## src/rtl/operand_join.sv

```systemverilog
// operand_join: joins two valid/ready operand streams into one paired stream.
// Each operand is buffered in its own small FIFO so skewed arrivals pair in
// order. A start/done sequencer emits num_pairs pairs per run (0 = unlimited).
// Operand 2 can be replaced by const_value when const_en is set.
//
// Optional feature macro: OPERAND_JOIN_BYPASS_EN
//   defined   -> empty FIFO with valid input forwards din straight to dout
//   undefined -> no combinational din->dout path (1-cycle minimum latency)
//
// Ports:
//   clk, rst_n            clock, async active-low reset
//   start                 one-cycle pulse, begins a run from IDLE/DONE
//   num_pairs[15:0]       pairs per run, sampled on accepted start
//   const_en, const_value operand 2 override
//   din_1/2, din_1/2_v    operand streams in
//   din_1/2_r             operand ready out
//   dout_1/2, dout_v      paired operands out
//   dout_r                downstream ready
//   pair_count[15:0]      pairs emitted in current run
//   done                  run complete

// Per-operand FIFO; storage cleared on reset so the head reads 0 out of reset.
module operand_join_fifo #(
  parameter int unsigned DATA_WIDTH = 32,
  parameter int unsigned DEPTH      = 2
) (
  input  logic                  clk,
  input  logic                  rst_n,
  input  logic                  flush_i,
  input  logic                  push_i,
  input  logic [DATA_WIDTH-1:0] wdata_i,
  input  logic                  pop_i,
  output logic [DATA_WIDTH-1:0] rdata_o,
  output logic                  empty_o,
  output logic                  full_o
);
  localparam int unsigned AW = $clog2(DEPTH);
  localparam int unsigned PW = AW + 1;

  logic [DATA_WIDTH-1:0] mem_q [DEPTH];
  logic [PW-1:0]         wr_ptr_q;
  logic [PW-1:0]         rd_ptr_q;

  always_ff @(posedge clk or negedge rst_n) begin
    if (!rst_n) begin
      wr_ptr_q <= '0;
      rd_ptr_q <= '0;
      for (int unsigned i = 0; i < DEPTH; i++) mem_q[i] <= '0;
    end else if (flush_i) begin
      wr_ptr_q <= '0;
      rd_ptr_q <= '0;
    end else begin
      if (push_i) begin
        mem_q[wr_ptr_q[AW-1:0]] <= wdata_i;
        wr_ptr_q                <= wr_ptr_q + PW'(1);
      end
      if (pop_i) rd_ptr_q <= rd_ptr_q + PW'(1);
    end
  end

  // Extra pointer bit distinguishes full from empty.
  assign empty_o = (wr_ptr_q == rd_ptr_q);
  assign full_o  = (wr_ptr_q[AW] != rd_ptr_q[AW]) &&
                   (wr_ptr_q[AW-1:0] == rd_ptr_q[AW-1:0]);
  assign rdata_o = mem_q[rd_ptr_q[AW-1:0]];
endmodule

module operand_join #(
  parameter int unsigned DATA_WIDTH = 32,
  parameter int unsigned DEPTH      = 2
) (
  input  logic                  clk,
  input  logic                  rst_n,
  input  logic                  start,
  input  logic [15:0]           num_pairs,
  input  logic                  const_en,
  input  logic [DATA_WIDTH-1:0] const_value,
  input  logic [DATA_WIDTH-1:0] din_1,
  input  logic                  din_1_v,
  output logic                  din_1_r,
  input  logic [DATA_WIDTH-1:0] din_2,
  input  logic                  din_2_v,
  output logic                  din_2_r,
  output logic [DATA_WIDTH-1:0] dout_1,
  output logic [DATA_WIDTH-1:0] dout_2,
  output logic                  dout_v,
  input  logic                  dout_r,
  output logic [15:0]           pair_count,
  output logic                  done
);
  localparam int unsigned CW = 16;

  typedef enum logic [1:0] {
    S_IDLE = 2'd0,
    S_RUN  = 2'd1,
    S_DONE = 2'd2
  } state_e;

  state_e          state_q, state_d;
  logic [CW-1:0]   num_q, num_d;
  logic [CW-1:0]   cnt_q, cnt_d;
  logic            done_q;
  logic            flush;

  logic            run;
  logic            fire;
  logic            push_1, pop_1, empty_1, full_1, avail_1;
  logic            push_2, pop_2, empty_2, full_2, avail_2;
  logic [DATA_WIDTH-1:0] rdata_1, rdata_2, data_1, data_2;

  assign run = (state_q == S_RUN);

  operand_join_fifo #(.DATA_WIDTH(DATA_WIDTH), .DEPTH(DEPTH)) u_fifo_1 (
    .clk    (clk),
    .rst_n  (rst_n),
    .flush_i(flush),
    .push_i (push_1),
    .wdata_i(din_1),
    .pop_i  (pop_1),
    .rdata_o(rdata_1),
    .empty_o(empty_1),
    .full_o (full_1)
  );

  operand_join_fifo #(.DATA_WIDTH(DATA_WIDTH), .DEPTH(DEPTH)) u_fifo_2 (
    .clk    (clk),
    .rst_n  (rst_n),
    .flush_i(flush),
    .push_i (push_2),
    .wdata_i(din_2),
    .pop_i  (pop_2),
    .rdata_o(rdata_2),
    .empty_o(empty_2),
    .full_o (full_2)
  );

  // Readiness depends only on FIFO occupancy, never on dout_r.
  assign din_1_r = run && !full_1;
  assign din_2_r = run && !full_2 && !const_en;

  assign dout_v = run && avail_1 && (avail_2 || const_en);
  assign fire   = dout_v && dout_r;
  assign dout_1 = data_1;
  assign dout_2 = const_en ? const_value : data_2;

`ifdef OPERAND_JOIN_BYPASS_EN
  logic byp_1, byp_2;

  // Empty FIFO with a valid input forwards that input; it is not stored if consumed.
  assign byp_1   = run && empty_1 && din_1_v;
  assign byp_2   = run && empty_2 && din_2_v && !const_en;
  assign avail_1 = !empty_1 || byp_1;
  assign avail_2 = !empty_2 || byp_2;
  assign data_1  = empty_1 ? din_1 : rdata_1;
  assign data_2  = empty_2 ? din_2 : rdata_2;
  assign push_1  = din_1_v && din_1_r && !(byp_1 && fire);
  assign push_2  = din_2_v && din_2_r && !(byp_2 && fire);
  assign pop_1   = fire && !empty_1;
  assign pop_2   = fire && !const_en && !empty_2;
`else
  assign avail_1 = !empty_1;
  assign avail_2 = !empty_2;
  assign data_1  = rdata_1;
  assign data_2  = rdata_2;
  assign push_1  = din_1_v && din_1_r;
  assign push_2  = din_2_v && din_2_r;
  assign pop_1   = fire;
  assign pop_2   = fire && !const_en;
`endif

  // Sequencer next state: start flushes and rearms, fires count toward num_pairs.
  always_comb begin
    state_d = state_q;
    num_d   = num_q;
    cnt_d   = cnt_q;
    flush   = 1'b0;
    unique case (state_q)
      S_IDLE, S_DONE: begin
        if (start) begin
          state_d = S_RUN;
          num_d   = num_pairs;
          cnt_d   = '0;
          flush   = 1'b1;
        end
      end
      S_RUN: begin
        if (fire) begin
          cnt_d = cnt_q + CW'(1);
          if ((num_q != '0) && (cnt_q + CW'(1) == num_q)) state_d = S_DONE;
        end
      end
      default: state_d = S_IDLE;
    endcase
  end

  always_ff @(posedge clk or negedge rst_n) begin
    if (!rst_n) begin
      state_q <= S_IDLE;
      num_q   <= '0;
      cnt_q   <= '0;
      done_q  <= 1'b0;
    end else begin
      state_q <= state_d;
      num_q   <= num_d;
      cnt_q   <= cnt_d;
      done_q  <= (state_d == S_DONE);
    end
  end

  assign pair_count = cnt_q;
  assign done       = done_q;
endmodule

```

## config.mk

```make
export PLATFORM = sky130hd
export DESIGN_NAME = operand_join
export DESIGN_NICKNAME = d
export VERILOG_FILES = /design/src/rtl/operand_join.sv
export SDC_FILE = /design/constraint.sdc
export NUM_CORES = 1
export LEC_CHECK = 0
export CAP_MARGIN = 20
export CORE_MARGIN = 3
export CORE_UTILIZATION = 54
export DETAILED_ROUTE_END_ITERATION = 6
export GPL_TIMING_DRIVEN = 0
export PLACE_DENSITY = 0.86
export SETUP_SLACK_MARGIN = 0.05
export SLEW_MARGIN = 20
export SYNTH_ARGS = -nofsm -noshare
export SYNTH_HDL_FRONTEND = slang
export SYNTH_HIERARCHICAL = 1
export SYNTH_SLANG_ARGS = --single-unit
export TNS_END_PERCENT = 20
```

## constraint.sdc

```tcl
create_clock -name clk -period 4.7 [get_ports clk]
set_clock_uncertainty 0.2 [all_clocks]
set_input_delay 0.94 -clock clk [delete_from_list [all_inputs] [get_ports clk]]
set_output_delay 0.94 -clock clk [all_outputs]
set_load 0.02 [all_outputs]
```

==> metrics.yaml <==
area_growth_from_synthesis_to_layout_pct: 33.7
hp-class: "input pin to asynchronous set/reset pin"
crit_required_ns: 3.56
clkSlewWorstSetupHoldPaths_ns: 0.07
irDropWorstVdd_v: 0.000494
global_route.usage.total_pct: 25.1
postSynthRegisterBits: 171
cts.path.max_buffers: 2
report.final.slew_viol_count: 0
diodes: 0
synth.net_count: 791
finalNetCount: 1012
dr.pass1.iters: 5
final_cell_mix: "sky130_fd_sc_hd__mux2_2 (220), sky130_fd_sc_hd__clkdlybuf4s50_1 (200), sky130_fd_sc_hd__dfrtp_1 (171)"
antenna_violations_before_repair: 0
layout_commonest_cell: "sky130_fd_sc_hd__mux2_2"
io_buf_count: 201
combined_area_of_all_synthesized_cells_um2: 8540
clock-sinks: 171
root_buffer: "sky130_fd_sc_hd__clkbuf_16"
numCtsBuffers: 17
yosysWarnings: 6
detailedPlace.worstSlack_ns: 0.709
outcome: "completed"
die_area_um2: 17400
design.core.area_um2: 15300
critical_path_peak_fanout: 10
finalSetupViolCount: 0
post-route-drc-count: 0
initial_core_util_pct: 55.8
rows: 45
tightestPinTransition_ns: 1.06
clkLatencyLatePin_ns: 0.43
via_per_inst: 5.52
route.met2.wl_mm: 11.3
gr-total-overflow: 0
fin_util_pct: 74.6
number_of_hold_repair_buffers_added_at_the_cts_stage: 0
worst_ep_arrival_time_ns: 2.83
synth_top_flop_cell: "sky130_fd_sc_hd__dfrtp_1"
grt_start_max_net_pins: 90
hpwlAfterDp_mm: 15.7
chipWidth_um: 132
timing_worst_setup_path_type: "input pin to output port"
synthesis.instances: 671
floorplan.io_pins: 203
drt-wirelength-per-cell_um: 19.1
mean_area_per_synthesized_cell_um2: 12.7
htreeDepth: 4
power_per_cell_area_nw_per_um2: 697
setup.reg_to_reg.worst_slack_ns: 1.79
topRoutingLayerUsed: "met4"
fp.dieH_um: 132
synth_async_sr_flop_share_pct: 100
setup_slack_of_the_critical_path_after_layout_ns: 0.729
gpl.final_weighted_congestion: 0.903
tritoncts: "done"
drt-total-wl_mm: 21.4
synth-edff-count: 0
first_pass_grt_wire_length_mm: 35.3
met3WireLength_mm: 1.08
drt-met1-wl_mm: 8.47
final.period_utilization_pct: 84.5
dr_total_vias: 6159
count_of_instances_resized_after_the_clock_tree_is_built: 0
detailedRoute.firstIterationViolations: 387
post-cts-setup-buffer-count: 0
proportion_of_synthesized_chip_area_in_sequential_cells_pct: 50.1
fillerInstances: 1039
worst_slew_margin_rel_pct: 29.2
fmaxAchievable_ghz: 0.252
critical_path.startpoint_type: "input pin"
worstSetupEndpointType: "output port"
number_of_global_route_vias_before_repair: 6820
route.antenna.remaining_nets: 0
max_cap_viol_count: 0
cell_leakage_power_nw: 4.78
post_route_cells_drive_above_1_share_pct: 32.8
finalCriticalPeriod_ns: 3.97
final-hold-violation-count: 0
synth_cell_types: 52
rsz0062_at_grt: "no"
hold-worst-slack_ns: 0.297
metrics by stage:
stage | cells | area (um^2) | TNS (ns) | power, mW
after floorplan | 671 | 8540 | 0 | 5.14
after global placement | 1083 | 10800 | -689.96 | 6.40
after detailed placement | 1084 | 10800 | 0 | 6.61
after CTS | 1116 | 11400 | 0 | 8.00
after global routing | 1116 | 11400 | 0 | 8.40
final | 1116 | 11400 | 0 | 7.95
cell families (layout without fill, tap and decap cells):
kind of cell             Yosys count  in the layout  synth area share, %
flip-flops                       171            171                 50.1
buffers and inverters             44            278                 3.03
AND/OR/NAND/NOR                  148            148                 9.98
multiplexers                     226            226                 29.8
XOR/XNOR                          31             31                 3.18
adder cells (fa/ha/maj)            1              1                0.147
AO/OA/AOI/OAI                     50             50                 3.77
worst max-delay path, stage by stage:
cell and delay, ns:
sky130_fd_sc_hd__clkbuf_1 0.35, sky130_fd_sc_hd__clkbuf_1 0.58, sky130_fd_sc_hd__mux2_2 0.41, sky130_fd_sc_hd__clkdlybuf4s50_1 0.56
power by group:
part	switching [mW]	internal (mW)
Combinational	1.83	2.17
Sequential	0.416	2.17
Clock	0.596	0.766
synth_stat cells, drive strengths merged (2+ instances only):
cell / count / share of area [%]
and3: 2 / 0.15
dfrtp: 171 / 50
clkbuf: 11 / 0.48
mux2i: 2 / 0.23
xor2: 14 / 1.4
and4: 4 / 0.41
nor2: 24 / 1.1
xnor2: 17 / 1.7
nand2b: 3 / 0.22
a31oi: 4 / 0.29
o41ai: 3 / 0.31
nand2: 62 / 2.7
nand3b: 6 / 0.53
inv: 4 / 0.18
nand3: 8 / 0.76
nor3b: 4 / 0.62
a21bo: 4 / 0.47
o21ai: 24 / 1.4
a21oi: 6 / 0.35
mux2: 224 / 30
nor4: 11 / 1.3
and2: 4 / 0.29
nand4: 7 / 0.86
nor2b: 4 / 0.29
nor3: 2 / 0.12
o31ai: 3 / 0.26
or2: 3 / 0.22
buf: 28 / 2.3
path summary, 6_finish.rpt:
kind | start | end | cells past startpoint
min in group clk | u_fifo_1/mem_q[41] | u_fifo_1/mem_q[41] | 1
max | const_en | dout_2[6] | 4
max reg2reg | state_q[0] | u_fifo_1/mem_q[6] | 6
min reg2reg | u_fifo_1/mem_q[41] | u_fifo_1/mem_q[41] | 1
max in group asynchronous | rst_n | u_fifo_2/mem_q[38] | 2
min | rst_n | num_q[0] | 1
registers in the layout, summed over array words and instances (netlist names):
name,count
num_q,16
u_fifo_2/rd_ptr_q,2
u_fifo_1/wr_ptr_q,2
pair_count,16
state_q,2
done,1
u_fifo_1/mem_q,64
u_fifo_2/wr_ptr_q,2
u_fifo_2/mem_q,64
u_fifo_1/rd_ptr_q,2
layout make-up:
type / count / area [um^2] / share of cell area [%]
buffer: 39 / 240 / 2.10
clock buffer: 21 / 460 / 4.03
multi-input combinational: 456 / 4000 / 35.0
tap: 211 / 264 / 2.31
clock inverter: 11 / 110 / 0.964
inverter: 5 / 18.8 / 0.164
timing repair buffer: 202 / 2040 / 17.9
sequential: 171 / 4280 / 37.5
per-layer routing:
metal	vias up	track usage [%]
met1	3107	29.6
met3	39	6.37
met2	180	44.8
li1	2833	-
met5	-	0
met4	0	8.63
(Power assumes the default switching activity.)
